$ cat src/rtl/main_fsm_pkg.sv
// rtl/main_fsm_pkg.sv - main control FSM states, datapath mux encodings and control vector
package main_fsm_pkg;

   typedef enum logic [3:0] {
      S_FETCH  = 4'd0,
      S_DECODE = 4'd1,
      S_MEMADR = 4'd2,
      S_MEMRD  = 4'd3,
      S_MEMWB  = 4'd4,
      S_MEMWR  = 4'd5,
      S_EXECR  = 4'd6,
      S_EXECI  = 4'd7,
      S_ALUWB  = 4'd8,
      S_BRANCH = 4'd9,
      S_UNDEF  = 4'd10
   } state_e;

   localparam logic [1:0] OP_DP    = 2'b00;
   localparam logic [1:0] OP_MEM   = 2'b01;
   localparam logic [1:0] OP_BR    = 2'b10;
   localparam logic [1:0] OP_UNDEF = 2'b11;

   localparam logic [1:0] SRCA_RN     = 2'b00;
   localparam logic [1:0] SRCA_PC     = 2'b01;
   localparam logic [1:0] SRCA_ALUOUT = 2'b10;

   localparam logic [1:0] SRCB_REG  = 2'b00;
   localparam logic [1:0] SRCB_IMM  = 2'b01;
   localparam logic [1:0] SRCB_FOUR = 2'b10;

   localparam logic [1:0] RES_ALUOUT = 2'b00;
   localparam logic [1:0] RES_RDATA  = 2'b01;
   localparam logic [1:0] RES_ALU    = 2'b10;

   // fetch is the raw "in FETCH" flag; the top qualifies it with mem_ready
   typedef struct packed {
      logic       fetch;
      logic       reg_w;
      logic       mem_w;
      logic       branch;
      logic       alu_op;
      logic       adr_src;
      logic [1:0] alu_src_a;
      logic [1:0] alu_src_b;
      logic [1:0] result_src;
      logic       illegal;
   } ctrl_t;

   localparam int CTRL_W = $bits(ctrl_t);

endpackage

$ cat src/rtl/main_fsm_out_dec.sv
// rtl/main_fsm_out_dec.sv - Moore output decode: state -> control vector
module main_fsm_out_dec
   import main_fsm_pkg::*;
(
   input  logic [3:0]        state_i,
   output logic [CTRL_W-1:0] ctrl_o
);

   ctrl_t c;

   always_comb begin
      c = '0;
      case (state_i)
         S_FETCH: begin
            c.fetch      = 1'b1;
            c.adr_src    = 1'b0;
            c.alu_src_a  = SRCA_PC;
            c.alu_src_b  = SRCB_FOUR;
            c.result_src = RES_ALU;
         end
         S_DECODE: begin
            c.alu_src_a  = SRCA_PC;
            c.alu_src_b  = SRCB_FOUR;
            c.result_src = RES_ALU;
         end
         S_MEMADR: begin
            c.alu_src_a = SRCA_RN;
            c.alu_src_b = SRCB_IMM;
         end
         S_MEMRD: c.adr_src = 1'b1;
         S_MEMWB: begin
            c.result_src = RES_RDATA;
            c.reg_w      = 1'b1;
         end
         S_MEMWR: begin
            c.adr_src = 1'b1;
            c.mem_w   = 1'b1;
         end
         S_EXECR: begin
            c.alu_src_b = SRCB_REG;
            c.alu_op    = 1'b1;
         end
         S_EXECI: begin
            c.alu_src_b = SRCB_IMM;
            c.alu_op    = 1'b1;
         end
         S_ALUWB: begin
            c.result_src = RES_ALUOUT;
            c.reg_w      = 1'b1;
         end
         S_BRANCH: begin
            c.alu_src_a  = SRCA_ALUOUT;
            c.alu_src_b  = SRCB_IMM;
            c.result_src = RES_ALU;
            c.branch     = 1'b1;
         end
         S_UNDEF: c.illegal = 1'b1;
         default: c = '0;
      endcase
   end

   assign ctrl_o = c;

endmodule

$ cat src/rtl/main_fsm.sv
// rtl/main_fsm.sv - multicycle main control FSM: state register and next-state logic
module main_fsm
   import main_fsm_pkg::*;
(
   input  logic       clk,
   input  logic       reset_n,
   input  logic [1:0] op,
   input  logic [5:0] funct,
   input  logic       mem_ready,
   output logic       ir_write,
   output logic       next_pc,
   output logic       reg_w,
   output logic       mem_w,
   output logic       branch,
   output logic       alu_op,
   output logic       adr_src,
   output logic [1:0] alu_src_a,
   output logic [1:0] alu_src_b,
   output logic [1:0] result_src,
   output logic       illegal
);

   state_e             state_q, state_d;
   logic [CTRL_W-1:0]  ctrl_vec;
   ctrl_t              ctrl;

   always_ff @(posedge clk or negedge reset_n) begin
      if (!reset_n) state_q <= S_FETCH;
      else          state_q <= state_d;
   end

   always_comb begin
      state_d = S_FETCH;
      case (state_q)
         S_FETCH:  state_d = mem_ready ? S_DECODE : S_FETCH;
         S_DECODE: begin
            case (op)
               OP_DP:   state_d = funct[5] ? S_EXECI : S_EXECR;
               OP_MEM:  state_d = S_MEMADR;
               OP_BR:   state_d = S_BRANCH;
               default: state_d = S_UNDEF;
            endcase
         end
         S_MEMADR: state_d = funct[0] ? S_MEMRD : S_MEMWR;
         S_MEMRD:  state_d = mem_ready ? S_MEMWB : S_MEMRD;
         S_MEMWR:  state_d = mem_ready ? S_FETCH : S_MEMWR;
         S_EXECR:  state_d = S_ALUWB;
         S_EXECI:  state_d = S_ALUWB;
         default:  state_d = S_FETCH;
      endcase
   end

   main_fsm_out_dec u_out_dec (
      .state_i (state_q),
      .ctrl_o  (ctrl_vec)
   );

   assign ctrl = ctrl_t'(ctrl_vec);

   // strobes are forced low combinationally while reset is held
   assign ir_write   = ctrl.fetch & mem_ready & reset_n;
   assign next_pc    = ctrl.fetch & mem_ready & reset_n;
   assign reg_w      = ctrl.reg_w & reset_n;
   assign mem_w      = ctrl.mem_w & reset_n;
   assign branch     = ctrl.branch & reset_n;
   assign illegal    = ctrl.illegal & reset_n;
   assign alu_op     = ctrl.alu_op;
   assign adr_src    = ctrl.adr_src;
   assign alu_src_a  = ctrl.alu_src_a;
   assign alu_src_b  = ctrl.alu_src_b;
   assign result_src = ctrl.result_src;

endmodule

$ cat config.mk
export PLATFORM = sky130hd
export DESIGN_NAME = main_fsm
export DESIGN_NICKNAME = d
export VERILOG_FILES = /design/src/rtl/main_fsm_pkg.sv /design/src/rtl/main_fsm_out_dec.sv /design/src/rtl/main_fsm.sv
export SDC_FILE = /design/constraint.sdc
export NUM_CORES = 1
export LEC_CHECK = 0
export ABC_AREA = 1
export CAP_MARGIN = 20
export CORE_ASPECT_RATIO = 1.1
export CORE_MARGIN = 1.5
export CORE_UTILIZATION = 30
export DETAILED_ROUTE_END_ITERATION = 10
export PLACE_DENSITY_LB_ADDON = 0.3
export SLEW_MARGIN = 20
export SYNTH_ARGS = -nofsm -noshare
export SYNTH_HDL_FRONTEND = slang
export SYNTH_HIERARCHICAL = 1
export SYNTH_SLANG_ARGS = --single-unit
$ cat constraint.sdc
create_clock -name clk -period 1.43 [get_ports clk]
set_clock_uncertainty 0.15 [all_clocks]
set_input_delay 0.286 -clock clk [delete_from_list [all_inputs] [get_ports clk]]
set_output_delay 0.286 -clock clk [all_outputs]
set_load 0.005 [all_outputs]
# After elaboration in Yosys (flattened, before gate mapping)
# Cells that the tools add are included.
[totals]
regBits = 4
input_bits = 11
output_inout_bits = 14
[op_classes]
eq_ne = 12
n_mux = 17
bitwise_logic = 6
reduce_logical = 8
[op_table]
columns = ["cell", "count"]
rows = [
  ["one-hot mux 4 bit (6 select lines)", 1],
  ["equality test 4 x 3 -> 1 bit, second input constant", 4],
  ["equality test 4 bit, second input constant", 3],
  ["one-hot mux 2 bit (2 select lines)", 3],
  ["one-hot mux 4 bit (3 select lines)", 1],
  ["two-way mux 1 bit", 9],
  ["two-way mux 3 bit", 3],
  ["equality test 4 x 2 -> 1 bit, second input constant", 2],
  ["OR reduction 2 bit", 4],
  ["AND 1 bit", 6],
  ["OR reduction 3 bit", 2],
  ["equality test 4 x 1 -> 1 bit, second input constant", 1],
  ["zero test 4 bit", 1],
  ["equality test 2 x 1 -> 1 bit, second input constant", 1],
  ["equality test 2 bit, second input constant", 1],
  ["zero test 2 bit", 1],
]

# Depth between registers and ports, before layout
# Gate-level depths: netlist (run 1).
[depth]
ltp_word = 4
ltp_mapped = 6
mapped_depth_nobuf = 6

# By module
# Netlist (run 1), hierarchy kept.
[modules_own_cells]
columns = ["mod", "n_inst", "cells_each", "area_per_inst_um2"]
rows = [
  ["main_fsm", 1, 50, 307.8],
  ["main_fsm_out_dec", 1, 33, 145.1],
]

# Worst setup path after synthesis (run 1)
# OpenSTA, ideal clock, no wires.
[synth_path]
kind = "reg2out"
startpoint = "register state_q[3]"
endpoint = "output next_pc"
arrival_ns = 1.076
setup_slack_ns = -0.082
path_stages_with_launch = 6
path_buffers = 1
path_cell_list = "dfrtp_1 > nor2_1 > inv_1 > nor2_1 > and3_1 > buf_4"
[synth_rtl]
columns = ["element", "line", "text"]
rows = [
  ["start: declaration", "main_fsm.sv:23", "state_e state_q, state_d;"],
  ["start signal: assignment", "main_fsm.sv:29", "else state_q <= state_d;"],
  ["end: declaration", "main_fsm.sv:11", "output logic next_pc,"],
]

# Worst setup path after layout (run 1)
[layout_path]
startpoint = "register state_q[3]"
endpoint = "output result_src[1]"
[layout_via]
elab_chain_cells = 3
elab_cells_between_ends = 6
classes_between = "3 x eq/ne; 1 x mux; 2 x reduce/logical"
[layout_rtl]
columns = ["element", "line", "text"]
rows = [
  ["equality test 4 x 1 -> 1 bit, or another cell as far along", "main_fsm_out_dec.sv:13", "case (state_i)"],
  ["OR reduction 3 bit (no line)", "n/a", ""],
  ["one-hot mux 2 bit (2 select lines) (*)", "main_fsm_out_dec.sv:13", ""],
  ["end: declaration", "main_fsm.sv:19", "output logic [1:0] result_src,"],
]
# Every way passes the cells marked *; elsewhere a longest branch is shown, timed or not.

==> results of run 1 <==
report_power, final:
part           internal [mW]  total [mW]  switching, mW
combinational          0.839        1.60          0.760
sequential             0.166       0.217         0.0509
clock                  0.105       0.149         0.0442
metal layers:
metal | part of all wire | vias up | global-route usage
met5 | 0 | - | 0
met4 | 0 | 0 | 0.0414
met3 | 0.040 | 0 | 0.0308
met2 | 0.62 | 20 | 0.377
met1 | 0.34 | 302 | 0.197
li1 | - | 356 | -
cells by family (layout without fill, tap and decap cells):
kind of cell,Yosys count,in the layout
simple gates,53,53
buf+inv,22,75
flops,4,4
compound gates,4,4
worst max-delay path by stage:
stage / startpoint / to / slack (ns) / cells after the start
floorplan: state_q[2]$_DFF_PN0_ / next_pc / 0.005 / 5
global placement: reset_n / illegal / -0.51 / 5
detailed placement: reset_n / illegal / -0.49 / 5
CTS: state_q[3]$_DFF_PN0_ / ir_write / -0.30 / 6
global route: state_q[2]$_DFF_PN0_ / next_pc / -0.40 / 6
finish: state_q[3]$_DFF_PN0_ / result_src[1] / -0.30 / 7
cell usage after synthesis:
master	instances
and3_1	1
nand4_1	2
dfrtp_1	4
o21ai_2	1
clkinv_1	1
nor3_1	1
inv_2	2
nor2_2	2
nor2_1	16
buf_4	2
a21oi_1	1
nor2_4	1
nand2_2	1
nand3_2	1
o21ai_1	2
nand2_1	20
nand3_1	8
inv_1	17
worst max-delay path, cell delays in order, from the launching register on:
cell and delay (ns):
dfrtp_2 0.39, inv_2 0.07, nor2_2 0.10, nand2_2 0.08, buf_6 0.13, buf_4 0.13
o21ai_2 0.04, buf_2 0.12
cell type report:
cell class | instances | area (µm²)
multi-input cells | 57 | 352
flip-flops and latches | 4 | 104
clock buffers | 4 | 26.3
well taps | 16 | 20.0
repair buffers | 51 | 442
inverters | 20 | 75.1
fillers | 106 | 365
stage by stage:
step	total power [mW]	setup WS, ns
finish	1.96	-0.298
global route	2.11	-0.401
global placement	1.28	-0.506
CTS	1.67	-0.301
floorplan	0.733	0.00509
detailed placement	1.29	-0.489
repair_timing:
action,in CTS,in global routing
gates resized for setup,79,21
setup buffers,13,4
setup endpoints to repair,14,14
gates cloned,0,0
pin swaps,18,10
==> results.py, run 1 <==
metrics = {
    "yosys": {
        "syn_area_um2": 453,
        "yosysUniqueCellTypes": 18,
        "synth-adder-area-share": 0,
        "syn-num-nets": 94,
        "synth_compound_area_frac": 0.0525,
        "seq_area_frac_synth": 0.221,
        "synthSimpleGateAreaFrac": 0.528,
        "synth_top_family_by_area": "simple AND/OR/NAND/NOR gates",
        "synth_top_cell_by_area": "dfrtp_1",
        "yosys.area_share.xor_xnor": 0,
        "synth_mux_area_frac": 0,
        "synthCells": 83,
        "avgSynthCellArea_um2": 5.46,
        "synth_seq_cells": 4,
        "ys_warn_count": 6,
        "synth_top_area_frac": 0.221,
        "netlist_top_cells_area": "dfrtp_1, nand2_1, inv_1",
    },
    "global_routing": {
        "antenna_found_initial": 0,
        "grt_max_degree": 7,
        "grt_pass1_wl_um": 2310,
        "grt_overflow": 0,
        "grt_pass1_vias": 596,
        "grt_usage": 0.192,
    },
    "setup_path": {
        "rr_endpoint": "state_q[0]$_DFF_PN0_",
        "crit_fanout": 3,
        "cp-start-kind": "flip-flop",
        "required_ns": 0.99,
        "end_kind": "output port",
        "critPathArrivalTime_ns": 1.29,
        "r2r-start": "state_q[0]$_DFF_PN0_",
        "reg2reg_slack_ns": 0.07,
        "rr_worst_depth": 6,
        "path_class": "reg2out",
    },
    "floorplan": {
        "die_y_um": 43.8,
        "dieArea_um2": 1750,
        "dieWidth_um": 40.0,
        "rows": 14,
        "io-pin-count": 25,
        "core_area_um2": 1380,
        "initial_utilization": 0.327,
    },
    "status": {
        "status": "finished with violations",
        "violations": "negative setup slack",
    },
    "timing": {
        "period_share": 1.21,
        "setup_ws_ns": -0.298,
        "report.final.slew_viol_count": 0,
        "slew_headroom": 0.906,
        "rsz0062_at_grt": "yes",
        "max_freq_mhz": 579,
        "setup_tns_ns": -3.54,
        "setup_viol": 14,
        "fin_hold_ws_ns": 0.342,
        "worst_slew_pin_slew_ns": 0.141,
        "post-route-min-period_ns": 1.73,
        "hold_viol": 0,
    },
    "clock_network": {
        "htreeDepth": 1,
        "cts_tree": "built",
        "insertion_delay_ns": 0.23,
        "cts.sinks": 4,
        "cts-root-buf": "clkbuf_4",
        "cts_buffers": 3,
        "clkTransAtPathRegs_ns": 0.04,
        "cts_buffer_depth": 2,
        "postCtsHoldBufs": 0,
    },
    "power": {
        "ir_drop_v": 0.000954,
        "powerDensity_nw_per_um2": 1930,
        "leakage_nw": 0.575,
    },
    "placement": {
        "dpl.hpwl_um": 909,
        "place_area_um2": 792,
        "dp_cells": 134,
        "place.gp.congestion": 0.735,
        "io_buffer_count": 20,
    },
    "layout": {
        "largest_register": "state_q",
        "fin_util": 0.736,
        "finalNetCount": 148,
        "stdcell_count": 152,
        "synthToLayoutAreaGrowth_pct": 125,
        "mostFrequentLayoutCells": "buf_6, nand2_1, buf_4",
        "final_common_cell": "buf_6",
        "antennaDiodeCount": 0,
        "fin_area_um2": 1020,
        "drive_above_1_share": 0.588,
        "reg_top3": "state_q: 4 flops",
        "largest_reg_flops": 4,
    },
    "hold_path": {
        "holdCritPathClass": "in2async",
    },
    "routing": {
        "detail_route.vias_per_cell": 4.46,
        "first_pass_iters": 4,
        "wirelength_um": 1780,
        "drt_iter0_markers": 6,
        "wl_per_cell_um": 11.7,
        "antenna_left": 0,
        "vias": 678,
        "drc": 0,
    },
    "run": {
        "maxCapViolations": 0,
    },
}
No activity file was read; power rests on OpenSTA's default activity.
==> inputs of run 2 (changes only) <==
--- a/config.mk
+++ b/config.mk
@@ -7,13 +7,11 @@
 export LEC_CHECK = 0
 export ABC_AREA = 1
 export CAP_MARGIN = 20
-export CORE_ASPECT_RATIO = 1.1
-export CORE_MARGIN = 1.5
-export CORE_UTILIZATION = 30
+export CORE_AREA = 2 2 39 41
 export DETAILED_ROUTE_END_ITERATION = 10
+export DIE_AREA = 0 0 41 43
 export PLACE_DENSITY_LB_ADDON = 0.3
 export SLEW_MARGIN = 20
 export SYNTH_ARGS = -nofsm -noshare
 export SYNTH_HDL_FRONTEND = slang
-export SYNTH_HIERARCHICAL = 1
 export SYNTH_SLANG_ARGS = --single-unit
==> results.py, run 2 <==
metrics = {
    "clock_network": {
        "cts-root-buf": "clkbuf_4",
        "cts_buffers": 3,
        "postCtsHoldBufs": 0,
        "cts_buffer_depth": 2,
        "htreeDepth": 1,
        "clkTransAtPathRegs_ns": 0.03,
        "cts.sinks": 4,
        "insertion_delay_ns": 0.23,
        "cts_tree": "built",
    },
    "status": {
        "status": "finished with violations",
        "violations": "negative setup slack",
    },
    "yosys": {
        "ys_warn_count": 0,
        "syn_area_um2": 368,
        "synth_top_cell_by_area": "dfrtp_1",
        "seq_area_frac_synth": 0.272,
        "yosys.area_share.xor_xnor": 0,
        "synth_top_area_frac": 0.272,
        "netlist_top_cells_area": "dfrtp_1, nor2_1, nand3_1",
        "avgSynthCellArea_um2": 6.13,
        "synth_ff_type": "dfrtp_1",
        "synth-adder-area-share": 0,
        "synth_compound_area_frac": 0.126,
        "synth_mux_area_frac": 0,
        "synthTopCellsByCount": "nor2_1, inv_1, nand2_1, nand3_1, dfrtp_1",
        "synthSimpleGateAreaFrac": 0.469,
        "synth_most_common_cell": "nor2_1",
        "yosysUniqueCellTypes": 17,
        "synth_seq_cells": 4,
        "ys_async_sr_fraction": 1.00,
        "synth_top_family_by_area": "simple AND/OR/NAND/NOR gates",
        "syn-num-nets": 71,
        "synthCells": 60,
        "synth_edf_count": 0,
    },
    "timing": {
        "hold_viol": 0,
        "max_freq_mhz": 594,
        "slew_headroom": 0.873,
        "post-route-min-period_ns": 1.68,
        "worst_slew_pin_slew_ns": 0.188,
        "setup_ws_ns": -0.254,
        "period_share": 1.18,
        "setup_viol": 14,
        "rsz0062_at_grt": "yes",
        "report.final.slew_viol_count": 0,
    },
    "floorplan": {
        "io-pin-count": 25,
        "dieWidth_um": 41,
        "die_y_um": 43,
        "dieArea_um2": 1760,
        "core_area_um2": 1380,
        "initial_utilization": 0.266,
        "rows": 14,
    },
    "layout": {
        "synthToLayoutAreaGrowth_pct": 144,
        "largest_reg_flops": 4,
        "drive_above_1_share": 0.682,
        "largest_register": "state_q",
        "finalNetCount": 123,
        "regArea_um2": 104,
        "n_fill_cell": 115,
        "multiInputGateArea_um2": 329,
        "mostFrequentLayoutCells": "buf_4, buf_2, nor2_1",
        "final_common_cell": "buf_4",
        "reg_top3": "state_q: 4 flops",
        "fin_area_um2": 897,
        "antennaDiodeCount": 0,
    },
    "placement": {
        "dpl_worst_slack_ns": -0.644,
        "place.gp.congestion": 0.828,
        "dpl.hpwl_um": 858,
        "place_area_um2": 691,
        "io_buffer_count": 20,
    },
    "setup_path": {
        "path_class": "reg2out",
        "required_ns": 0.99,
        "cp-start-kind": "flip-flop",
        "crit_fanout": 3,
        "end_kind": "output port",
        "critPathArrivalTime_ns": 1.25,
    },
    "routing": {
        "drc": 0,
        "drt_iter0_markers": 10,
        "detail_route.vias_per_cell": 4.54,
        "wl_per_cell_um": 11.7,
        "antenna_left": 0,
        "first_pass_iters": 2,
        "vias": 572,
        "wirelength_um": 1470,
    },
    "power": {
        "leakage_nw": 0.454,
        "powerDensity_nw_per_um2": 2170,
        "ir_drop_v": 0.00111,
    },
    "run": {
        "maxCapViolations": 0,
    },
    "global_routing": {
        "grt_usage": 0.194,
        "grt_pass1_wl_um": 2300,
        "antenna_found_initial": 0,
        "grt_pass1_vias": 567,
        "grt_max_degree": 8,
        "grt_overflow": 0,
    },
    "hold_path": {
        "holdCritPathClass": "in2async",
    },
}
==> run 2: cell types whose count changed after synthesis, sizes merged, moves of 2 or more <==
cell,before,now
nand2,21,10
o211ai,0,2
nor2,19,16
inv,19,11
==> run 2: power by group <==
group	switching (mW)	total, mW	leakage [nW]	internal (mW)
clock	0.0405	0.134	0.0138	0.0935
combinational	0.756	1.55	0.393	0.795
sequential	0.0837	0.258	0.0478	0.175
==> run 2: per-layer routing <==
metal / up-vias / track usage / share of wire
met3: 0 / 0.0471 / 0.029
li1: 297 / - / -
met2: 12 / 0.350 / 0.56
met4: 0 / 0.0400 / 0
met1: 263 / 0.212 / 0.41
met5: - / 0 / 0
==> run 2: cell type report <==
type,instances,share of cell area
Tap cell,16,0.0223
Inverter,11,0.0628
Timing Repair Buffer,48,0.407
Sequential cell,4,0.116
Clock buffer,3,0.0251
Multi-Input combinational cell,44,0.367
==> run 2: cells by family after synthesis <==
logic type / after synthesis
buffers and inverters: 12
AO/OA/AOI/OAI: 7
AND/OR/NAND/NOR: 37
flip-flops: 4
==> run 2: path summary, 6_finish.rpt <==
kind                                 startpoint              endpoint  slack [ns]  cells past startpoint
hold reg to reg            state_q[3]$_DFF_PN0_  state_q[3]$_DFF_PN0_        0.63                      4
hold / removal                          reset_n  state_q[0]$_DFF_PN0_        0.22                      2
setup reg to reg           state_q[1]$_DFF_PN0_  state_q[2]$_DFF_PN0_        0.06                      7
min in group clk                       funct[0]  state_q[1]$_DFF_PN0_        0.53                      3
setup / recovery           state_q[2]$_DFF_PN0_               next_pc       -0.25                      5
max in group asynchronous               reset_n  state_q[2]$_DFF_PN0_        0.80                      2
==> run 2: per-stage QoR <==
stage	setup TNS [ns]	util	hold slack (ns)	std cells	total power, mW
finish	-3.00	0.648	0.220	126	1.94
global route	-3.83	0.648	0.226	126	2.09
detailed placement	-6.27	0.499	0.435	109	1.29
global placement	-6.26	0.499	0.438	109	1.28
floorplan	0	-	-0.160	60	0.678
CTS	-3.12	0.600	0.187	124	1.75
==> run 2: timing repair <==
item / in CTS / in global routing
buffers inserted: 13 / 3
cloned: 0 / 0
endpoints found under the setup margin: 14 / 15
gates resized for setup: 81 / 19
pin swaps: 12 / 10
==> run 2: critical path: stages, from the launching register on <==
cell	delay, ns
dfrtp_2	0.44
nor2_4	0.14
buf_6	0.12
nand2_4	0.05
nor3_4	0.12
buf_2	0.14
==> inputs of run 3 (changes only) <==
--- a/config.mk
+++ b/config.mk
@@ -7,9 +7,12 @@
 export LEC_CHECK = 0
 export ABC_AREA = 1
 export CAP_MARGIN = 20
-export CORE_AREA = 2 2 39 41
+export CELL_PAD_IN_SITES_DETAIL_PLACEMENT = 1
+export CELL_PAD_IN_SITES_GLOBAL_PLACEMENT = 1
+export CORE_ASPECT_RATIO = 1.1
+export CORE_MARGIN = 1.5
+export CORE_UTILIZATION = 19
 export DETAILED_ROUTE_END_ITERATION = 10
-export DIE_AREA = 0 0 41 43
 export PLACE_DENSITY_LB_ADDON = 0.3
 export SLEW_MARGIN = 20
 export SYNTH_ARGS = -nofsm -noshare
==> results.py, run 3 (same netlist as run 2, synthesis figures left out) <==
metrics = {
    "status": {
        "status": "finished with violations",
        "violations": "negative setup slack",
    },
    "clock_network": {
        "cts_buffers": 3,
        "cts_buffer_depth": 2,
        "cts.sinks": 4,
        "cts_tree": "built",
        "insertion_delay_ns": 0.23,
        "htreeDepth": 1,
        "clkTransAtPathRegs_ns": 0.04,
        "cts-root-buf": "clkbuf_4",
    },
    "setup_path": {
        "crit_path_top_delay_cell": "dfrtp_1",
        "crit_fanout": 3,
        "rr_endpoint": "state_q[0]$_DFF_PN0_",
        "required_ns": 0.99,
        "critPathArrivalTime_ns": 1.33,
        "crit_chain": "inv_2 -> nor2_4 -> nand3_2 -> buf_6 -> o211ai_1 -> buf_2",
        "end_kind": "output port",
        "rr_worst_depth": 8,
        "cp-start-kind": "flip-flop",
        "r2r-start": "state_q[2]$_DFF_PN0_",
        "path_class": "reg2out",
        "critPathMaxStageDelay_ns": 0.41,
        "reg2reg_slack_ns": -0.05,
    },
    "global_routing": {
        "grt_pass1_vias": 714,
        "grt_pass1_wl_um": 3320,
        "grt_overflow": 0,
        "grt_max_degree": 6,
        "grt_usage": 0.208,
        "antenna_found_initial": 0,
    },
    "placement": {
        "dpl_worst_slack_ns": -0.664,
        "dpl.hpwl_um": 1130,
        "dp_cells": 115,
        "place.gp.congestion": 0.715,
        "io_buffer_count": 20,
    },
    "timing": {
        "setup_tns_ns": -3.63,
        "max_freq_mhz": 567,
        "rsz0062_at_grt": "yes",
        "slew_headroom": 0.880,
        "report.final.slew_viol_count": 0,
        "period_share": 1.23,
        "post-route-min-period_ns": 1.76,
        "worst_slew_pin_slew_ns": 0.179,
        "setup_ws_ns": -0.333,
        "hold_viol": 0,
        "setup_viol": 15,
    },
    "floorplan": {
        "initial_utilization": 0.204,
        "dieArea_um2": 2210,
        "rows": 16,
        "io-pin-count": 25,
        "die_y_um": 49.2,
        "dieWidth_um": 45.0,
        "core_area_um2": 1800,
    },
    "layout": {
        "mostFrequentLayoutCells": "buf_4, buf_2, buf_6",
        "largest_reg_flops": 4,
        "stdcell_count": 138,
        "largest_register": "state_q",
        "synthToLayoutAreaGrowth_pct": 178,
        "finalNetCount": 133,
        "final_common_cell": "buf_4",
        "antennaDiodeCount": 0,
        "drive_above_1_share": 0.767,
        "reg_top3": "state_q: 4 flops",
    },
    "routing": {
        "wl_met2_um": 1350,
        "detail_route.vias_per_cell": 4.59,
        "drt_iter0_markers": 11,
        "antenna_left": 0,
        "wl_met3_um": 53,
        "wirelength_um": 2250,
        "first_pass_iters": 4,
        "drt-met1-wl_um": 849,
        "wl_per_cell_um": 16.3,
        "vias": 633,
        "drc": 0,
        "highest-signal-layer": "met3",
    },
    "power": {
        "p_switching_mw": 1.07,
        "internal-power_mw": 1.31,
        "leakage_nw": 0.520,
        "powerDensity_nw_per_um2": 2330,
        "ir_drop_v": 0.00106,
        "pwr-share-seq": 0.111,
        "clkPwrFrac": 0.056,
        "power.share.switching": 0.449,
        "combPwrFrac": 0.833,
    },
    "hold_path": {
        "min_from": "funct[0]",
        "hold_end": "state_q[1]$_DFF_PN0_",
        "holdPathStages": 3,
        "holdCritPathClass": "in2reg",
    },
    "run": {
        "maxCapViolations": 0,
    },
}
run 3: cell count changes in the layout (fill, tap and decap cells not counted), sizes merged:
| cell | previous run | this run |
|---|---|---|
| buf | 41 | 51 |
| clkdlybuf4s15 | 1 | 0 |
| clkdlybuf4s50 | 6 | 5 |
| dlygate4sd2 | 0 | 1 |
| dlygate4sd3 | 0 | 1 |
run 3: per-layer routing:
metal  up-vias  track usage
met5         -            0
li1        314            -
met2        14        0.400
met1       305        0.214
met4         0       0.0588
met3         0       0.0407
run 3: metrics by stage:
| step | utilization | hold slack, ns | power, mW | cell area, µm² |
|---|---|---|---|---|
| after detailed placement | 0.401 | 0.445 | 1.41 | 723 |
| after global placement | 0.401 | 0.443 | 1.39 | 723 |
| after CTS | 0.493 | 0.493 | 1.94 | 888 |
| after floorplan | - | -0.160 | 0.678 | 373 |
| after global routing | 0.568 | 0.558 | 2.53 | 1020 |
| final | 0.568 | 0.535 | 2.39 | 1020 |
run 3: critical path, delay by kind of cell (launching register included):
family          cells  cell delay [ns]
simple gates        2             0.22
flops               1             0.41
buf+inv             3             0.39
compound gates      1             0.08
run 3: power by group through the flow:
stage / Combinational [mW] / Sequential [mW] / Clock (mW)
after floorplan: 0.444 / 0.234 / 0
final: 1.99 / 0.264 / 0.135
after global routing: 2.11 / 0.272 / 0.145
after CTS: 1.55 / 0.250 / 0.140
after global placement: 1.15 / 0.241 / 0
after detailed placement: 1.16 / 0.244 / 0
run 3: how the worst max path moves through the flow:
stage / depth (start not counted) / end / slack, ns / startpoint
6_report: 6 / alu_src_b[0] / -0.33 / state_q[0]$_DFF_PN0_
4_1_cts: 4 / illegal / -0.28 / state_q[2]$_DFF_PN0_
3_3_place_gp: 4 / illegal / -0.64 / reset_n
3_5_place_dp: 4 / illegal / -0.66 / reset_n
2_1_floorplan: 4 / next_pc / 0.01 / state_q[3]$_DFF_PN0_
5_1_grt: 6 / alu_src_b[0] / -0.41 / state_q[0]$_DFF_PN0_
run 3: layout make-up:
cell class	instances	area [µm²]
inverters	11	61.3
repair buffers	58	464
flip-flops and latches	4	104
well taps	18	22.5
fillers	226	778
clock buffers	3	22.5
multi-input cells	44	349
run 3: repair_timing:
action | CTS | global route
hold buffers | 1 | 0
hold endpoints to repair | 4 | 0
buffers inserted | 15 | 5
endpoints found under the setup margin | 14 | 16
pin swaps | 6 | 9
gates resized for setup | 92 | 27
